--- src/rtl/pipe_skid_stage.sv ---
// -----------------------------------------------------------------------------
// pipe_skid_stage
//
// Elastic two-entry pipeline register (main + skid) carrying one generic
// payload vector between two pipeline stages with a valid/ready handshake.
// in_ready comes straight from a flop. This cuts the combinational ready path
// between neighbouring stages and still sustains one transfer per cycle.
//
// Optional feature macro: PIPE_SKID_PERF_EN
//   When defined, two saturating performance counters and their ports are
//   added. When undefined, the perf ports and counter logic do not exist.
//
// Parameters:
//   PAYLOAD_W  width of in_data/out_data (>= 1)
//   CNT_W      width of the performance counters (PIPE_SKID_PERF_EN only)
//
// Ports:
//   clk              clock, rising edge
//   rst              asynchronous, active-high reset
//   flush            synchronous flush; empties the stage
//   in_valid         upstream offers a payload
//   in_ready         stage can accept (registered)
//   in_data          upstream payload
//   out_valid        stage presents a payload downstream
//   out_ready        downstream accepts
//   out_data         payload presented downstream (main register)
//   occupancy        entries held: 0, 1 or 2
//   perf_bp_cnt      cycles with out_valid=1 and out_ready=0 (perf build only)
//   perf_bubble_cnt  cycles with out_valid=0 and out_ready=1 (perf build only)
// -----------------------------------------------------------------------------
module pipe_skid_stage #(
    parameter int PAYLOAD_W = 32,
    parameter int CNT_W     = 16
) (
    input  logic                 clk,
    input  logic                 rst,
    input  logic                 flush,
    input  logic                 in_valid,
    output logic                 in_ready,
    input  logic [PAYLOAD_W-1:0] in_data,
    output logic                 out_valid,
    input  logic                 out_ready,
    output logic [PAYLOAD_W-1:0] out_data,
    output logic [1:0]           occupancy
`ifdef PIPE_SKID_PERF_EN
    ,
    output logic [CNT_W-1:0]     perf_bp_cnt,
    output logic [CNT_W-1:0]     perf_bubble_cnt
`endif
);

    typedef enum logic [1:0] {
        EMPTY = 2'd0,
        HALF  = 2'd1,
        FULL  = 2'd2
    } state_t;

    state_t                 state;
    state_t                 state_nxt;
    logic [PAYLOAD_W-1:0]   main_p1;
    logic [PAYLOAD_W-1:0]   skid_p1;

    logic                   in_fire;
    logic                   out_fire;
    logic                   load_main_in;
    logic                   load_main_skid;
    logic                   load_skid;
    logic                   clear_data;

    // Increment that sticks at all-ones instead of wrapping.
    function automatic logic [CNT_W-1:0] sat_inc(input logic [CNT_W-1:0] v);
        return (&v) ? v : v + CNT_W'(1);
    endfunction

    assign in_fire   = in_valid & in_ready;
    assign out_fire  = out_valid & out_ready;

    assign out_valid = (state != EMPTY);
    assign out_data  = main_p1;
    assign occupancy = state;

    // Next-state and data-load decode. Flush overrides any handshake. A
    // coinciding out_fire still counts as consumed downstream, because the
    // consumer has already sampled out_data.
    always_comb begin
        state_nxt      = state;
        load_main_in   = 1'b0;
        load_main_skid = 1'b0;
        load_skid      = 1'b0;
        clear_data     = 1'b0;
        if (flush) begin
            state_nxt  = EMPTY;
            clear_data = 1'b1;
        end else begin
            case (state)
                EMPTY: begin
                    if (in_fire) begin
                        state_nxt    = HALF;
                        load_main_in = 1'b1;
                    end
                end
                HALF: begin
                    if (in_fire && out_fire) begin
                        load_main_in = 1'b1;
                    end else if (in_fire) begin
                        // Downstream stalled: park the new payload in skid.
                        state_nxt = FULL;
                        load_skid = 1'b1;
                    end else if (out_fire) begin
                        state_nxt = EMPTY;
                    end
                end
                FULL: begin
                    // in_ready is low here, so only a drain can happen.
                    if (out_fire) begin
                        state_nxt      = HALF;
                        load_main_skid = 1'b1;
                    end
                end
                default: begin
                    state_nxt = EMPTY;
                end
            endcase
        end
    end

    // ---- stage p1: control registers ----
    // in_ready is computed from the next state and registered. It never
    // depends combinationally on out_ready or in_valid.
    always_ff @(posedge clk or posedge rst) begin
        if (rst) begin
            state    <= EMPTY;
            in_ready <= 1'b1;
        end else begin
            state    <= state_nxt;
            in_ready <= (state_nxt != FULL);
        end
    end

    // ---- stage p1: payload registers ----
    always_ff @(posedge clk or posedge rst) begin
        if (rst) begin
            main_p1 <= '0;
            skid_p1 <= '0;
        end else if (clear_data) begin
            main_p1 <= '0;
            skid_p1 <= '0;
        end else begin
            if (load_main_in) begin
                main_p1 <= in_data;
            end else if (load_main_skid) begin
                main_p1 <= skid_p1;
            end
            if (load_skid) begin
                skid_p1 <= in_data;
            end
        end
    end

`ifdef PIPE_SKID_PERF_EN
    // ---- perf counters ----
    // Only rst clears these; flush leaves them untouched.
    always_ff @(posedge clk or posedge rst) begin
        if (rst) begin
            perf_bp_cnt     <= '0;
            perf_bubble_cnt <= '0;
        end else begin
            if (out_valid && !out_ready) begin
                perf_bp_cnt <= sat_inc(perf_bp_cnt);
            end
            if (!out_valid && out_ready) begin
                perf_bubble_cnt <= sat_inc(perf_bubble_cnt);
            end
        end
    end
`endif

endmodule

--- config.mk ---
export PLATFORM = sky130hd
export DESIGN_NAME = pipe_skid_stage
export DESIGN_NICKNAME = d
export VERILOG_FILES = /design/src/rtl/pipe_skid_stage.sv
export SDC_FILE = /design/constraint.sdc
export NUM_CORES = 1
export LEC_CHECK = 0
export ABC_CLOCK_PERIOD_IN_PS = 2800
export CAP_MARGIN = 25
export CORE_MARGIN = 4
export CORE_UTILIZATION = 52
export CTS_CLUSTER_SIZE = 25
export DETAILED_ROUTE_END_ITERATION = 6
export HOLD_SLACK_MARGIN = 0.06
export PLACE_DENSITY_LB_ADDON = 0.1
export SLEW_MARGIN = 20
export SYNTH_ARGS = -nofsm -noshare
export SYNTH_HDL_FRONTEND = slang
export SYNTH_SLANG_ARGS = --single-unit
--- constraint.sdc ---
create_clock -name clk -period 2.8 [get_ports clk]
set_input_delay 0.7 -clock clk [delete_from_list [all_inputs] [get_ports clk]]
set_output_delay 0.7 -clock clk [all_outputs]
set_load 0.01 [all_outputs]
; Word-level counts from Yosys, hierarchy flattened
; Cells that the tools add are included.
[totals]
register_bits = 67
in_bits = 37
output_inout_bits = 36
wordCells = 37
[op_classes]
n_eq_ne = 3
mux = 23
n_bitwise = 2
reduce_logical = 5
[ops]
columns = op, count
row1 = 32-bit 2-to-1 mux, 5
row2 = 2-bit 2-to-1 mux, 6
row3 = 1-bit 2-to-1 mux, 10
row4 = 2-bit case mux with 3 select lines, 1
row5 = 2-bit nonzero test, 2
row6 = 3-bit nonzero test, 1
row7 = 1-bit bitwise AND, 2
row8 = 2-bit by 1-bit equality test with 1-bit output (second input constant), 1
row9 = 2-bit equality test (second input constant), 1
row10 = 2-bit logical NOT, 1
row11 = 2-bit inequality test (second input constant), 1
row12 = 1-bit case mux with 2 select lines, 1
row13 = 1-bit logical AND, 1

; Longest topological paths before layout
[depth]
depth_word = 8
depth_mapped = 5
depth_no_buf = 3

; Worst setup path after synthesis
; No wires, ideal clock.
[synth_path]
path_kind = reg2out
startpoint = register state[0] (netlist: occupancy[0])
endpoint = output port out_valid
t_arrival_ps = 990
t_required_ps = 2100
path_slack_ps = 1110
path_stages_with_launch = 3
n_path_buf = 1
path_cell_list = dfrtp_1 > clkbuf_1 > or2_2
[synth_via]
elab_chain_cells = 1
[synth_lines]
columns = item, line
row1 = "start, declared", 58  ; state_t state;
row2 = "start signal, assigned", 135  ; state <= state_nxt;
row3 = 2-bit nonzero test, 78  ; assign out_valid = (state != EMPTY);
row4 = "end, declared", 41  ; output logic out_valid,
; No other way between the ends.

; Final worst setup path
[layout_path]
startpoint = register state[0] (netlist: occupancy[0])
endpoint = output port occupancy[0]
[layout_lines]
columns = item, line
row1 = "end, declared", 44  ; output logic [1:0] occupancy
; No word-level cell between the ends.

==> impl_results.md <==
* Antenna cells at 0
* CP Max Fanout at 17
* Setup Crit Path Kind: flip-flop to output port
* Hpwl dp at around 6100 um
* Placeable Area at just under 7000 um^2
* Total CTS buffers at 9
* Maximum clock path buffer count at 2
* Crit share post-route at between 80% and 90%
* Htree depth at 3
* GRT Util Overall at about a quarter
* Final clock skew at approximately 0.0095 ns
* Setup Viol. Count Final at 0
* Drt drc at 0
* EDFF count, synth at 0
* Hold WS at between 0.5 and 0.6 ns
* Final net count at 413
* IO Pins at 73
* Most numerous cell in the Yosys netlist: dfrtp_1
* Cts hold-fix bufs at 0
* Register clock-pin slew on the reported worst setup and hold paths at 0.08 ns
* Vias in the first global route at between 3000 and 4000
* Pwr Density at just over 500 nW/um^2
* Cell variety after synth at 32
* CTS Sinks at 67
* Outcome: finished clean
* FILL cells at roughly 530
* Die area at 8640 um^2
* Dominant cells by area after synthesis: dfrtp_1 (44%), a2111oi_2 (12%), a211oi_2 (9.3%)
* Max_cap viols at 0
* R2R Path Start: occupancy[1]$_DFF_PP0_
* Yosys reg bits at between 60 and 70
* Crit end category: output port
* Dominant cell type by area after synthesis: dfrtp_1
* Row cnt at 30
* Synthesized Nets at about 350
* Post-Route WL at roughly 9500 um
* Fmax achieved at between 400 and 500 MHz
* Die X-Extent at approximately 93 um
* Area Overhead vs Synth at 27.3%
* Drt first-iter violations at 86
* Die Y at a little over 90 um
* Vias post-DR at 2883
* Leakage at 2.04 nW
* Final setup TNS at 0 ns
* Final hold violation count at 0
* Max Slew Vio Count at 0
* First-pass GRT wire length at 15900 um
* Overflow after GRT at 0
* Critical Path AT at ~1.7 ns
* Root buffer cell: clkbuf_8
* Routed len/inst at 20.0 um
* Top cell type's share of synthesized area at a little over two fifths
* Pin count of the biggest net entering global routing at 33
* Gpl congestion at around 0.75
* Final core utilization at roughly 69%
* Worst VDD drop at between 200 and 300 uV
* Drt via density at between 6 and 7
* Synth cell count leaders: dfrtp_1 (66), inv_1 (34), nor3_1 (33), a22o_1 (32), a2111oi_2 (31)
* Hold WC Path Type: flip-flop to flip-flop
* Post-Synthesis Cell Area at about 3800 um^2
* Critical Path Start Type: flip-flop
* CTS tree: built
* Worst EP required at 2.10 ns
* Crit path launch: occupancy[0]$_DFF_PP0_
* Worst Tran Pin Value at 0.924 ns
* Post_cts resized at 0
* Post-route ant nets at 0
* Hold path start: skid_p1[23]$_DFFE_PP0P_
* Mapped Cells at 310
* Post-layout min period at roughly 2.4 ns
* Ys flop type: dfrtp_1
* Layout cells sized above 1 at between 20% and 30%
* Synth warn at 0
* Setup repair bufs after CTS at 0
* Slew margin rel. at a little under two fifths
* Port bufs at between 70 and 80
* TritonRoute pass-1 iters at 4
* Post-Syn Area per Cell at 12.1 um^2
* Post-synthesis sequential area ratio at 44.7%
* Worst-Skew Late Latency at between 0.3 and 0.4 ns
* Ys async rst share at 100%
* Initial Utilization at around 54%
* Number of antenna violations at the first check in global routing at 0
* Unrepaired setup endpoints after global routing: false
-- per-layer routing --
layer  share of wire [%]  track usage, %
met3                 6.4            3.78
met4                 1.4            8.30
met5                   0               0
met1                  43            31.6
met2                  49            38.2
-- cell usage in the layout, fill, tap and decap left out, types with 4 or more instances in the layout --
| cell type | count |
|---|---|
| a2111oi_2 | 31 |
| a211oi_1 | 4 |
| a211oi_2 | 28 |
| a22o_1 | 32 |
| and3b_1 | 29 |
| and3b_2 | 4 |
| buf_12 | 5 |
| buf_4 | 11 |
| clkbuf_8 | 9 |
| clkdlybuf4s50_1 | 71 |
| dfrtp_1 | 66 |
| inv_1 | 32 |
| nor3_1 | 33 |
-- through the flow --
step	worst slack, ns	cell area [um^2]	total power, mW	std cells
2_1_floorplan	0.418	3750	1.39	310
3_3_place_gp	0.275	4560	1.62	461
3_5_place_dp	0.244	4560	1.62	461
5_1_grt	0.270	4780	2.60	477
6_report	0.367	4780	2.49	477
4_1_cts	0.355	4780	2.50	477
-- kinds of logic after synthesis --
logic type	count (synthesis)	synth area share [%]
compound gates	100	31.4
simple gates	74	13.8
flops	67	44.7
buf+inv	67	9.63
xor+xnor	1	0.233
mux	1	0.267
-- flip-flops by register name (all words and copies together), names as in the netlist --
signal     count
skid_p1       32
in_ready       1
occupancy      2
out_data      32
-- worst paths after layout --
| path | end | slack (ns) | depth (start not counted) |
|---|---|---|---|
| worst min-delay path | skid_p1[23]$_DFFE_PP0P_ | 0.50 | 1 |
| worst min register to register | skid_p1[23]$_DFFE_PP0P_ | 0.50 | 1 |
| worst max-delay path | occupancy[0] | 0.37 | 2 |
| min in group asynchronous | out_data[9]$_DFFE_PP0P_ | 0.69 | 2 |
| worst max register to register | out_data[0]$_DFFE_PP0P_ | 0.70 | 4 |
| max in group asynchronous | out_data[22]$_DFFE_PP0P_ | 1.42 | 3 |
-- power breakdown --
group | total (mW) | switching, mW | internal (mW)
registers | 1.08 | 0.0547 | 1.03
logic | 0.522 | 0.268 | 0.254
clock network | 0.883 | 0.385 | 0.498
total | 2.49 | 0.707 | 1.78
-- final cells by class --
| class | instances | area, um^2 | share of cell area (%) |
|---|---|---|---|
| Sequential cell | 67 | 1680 | 35.1 |
| Timing Repair Buffer | 88 | 898 | 18.8 |
| Clock buffer | 9 | 124 | 2.59 |
| Tap cell | 96 | 120 | 2.51 |
| Clock inverter | 7 | 92.6 | 1.94 |
| Multi-Input combinational cell | 176 | 1740 | 36.4 |
| Inverter | 34 | 128 | 2.67 |
-- critical path: stages (launching register included) --
cell	delay (ns)
dfrtp_1	0.53
buf_4	0.29
clkdlybuf4s50_1	0.57
Power figures use the tool's default switching activity.
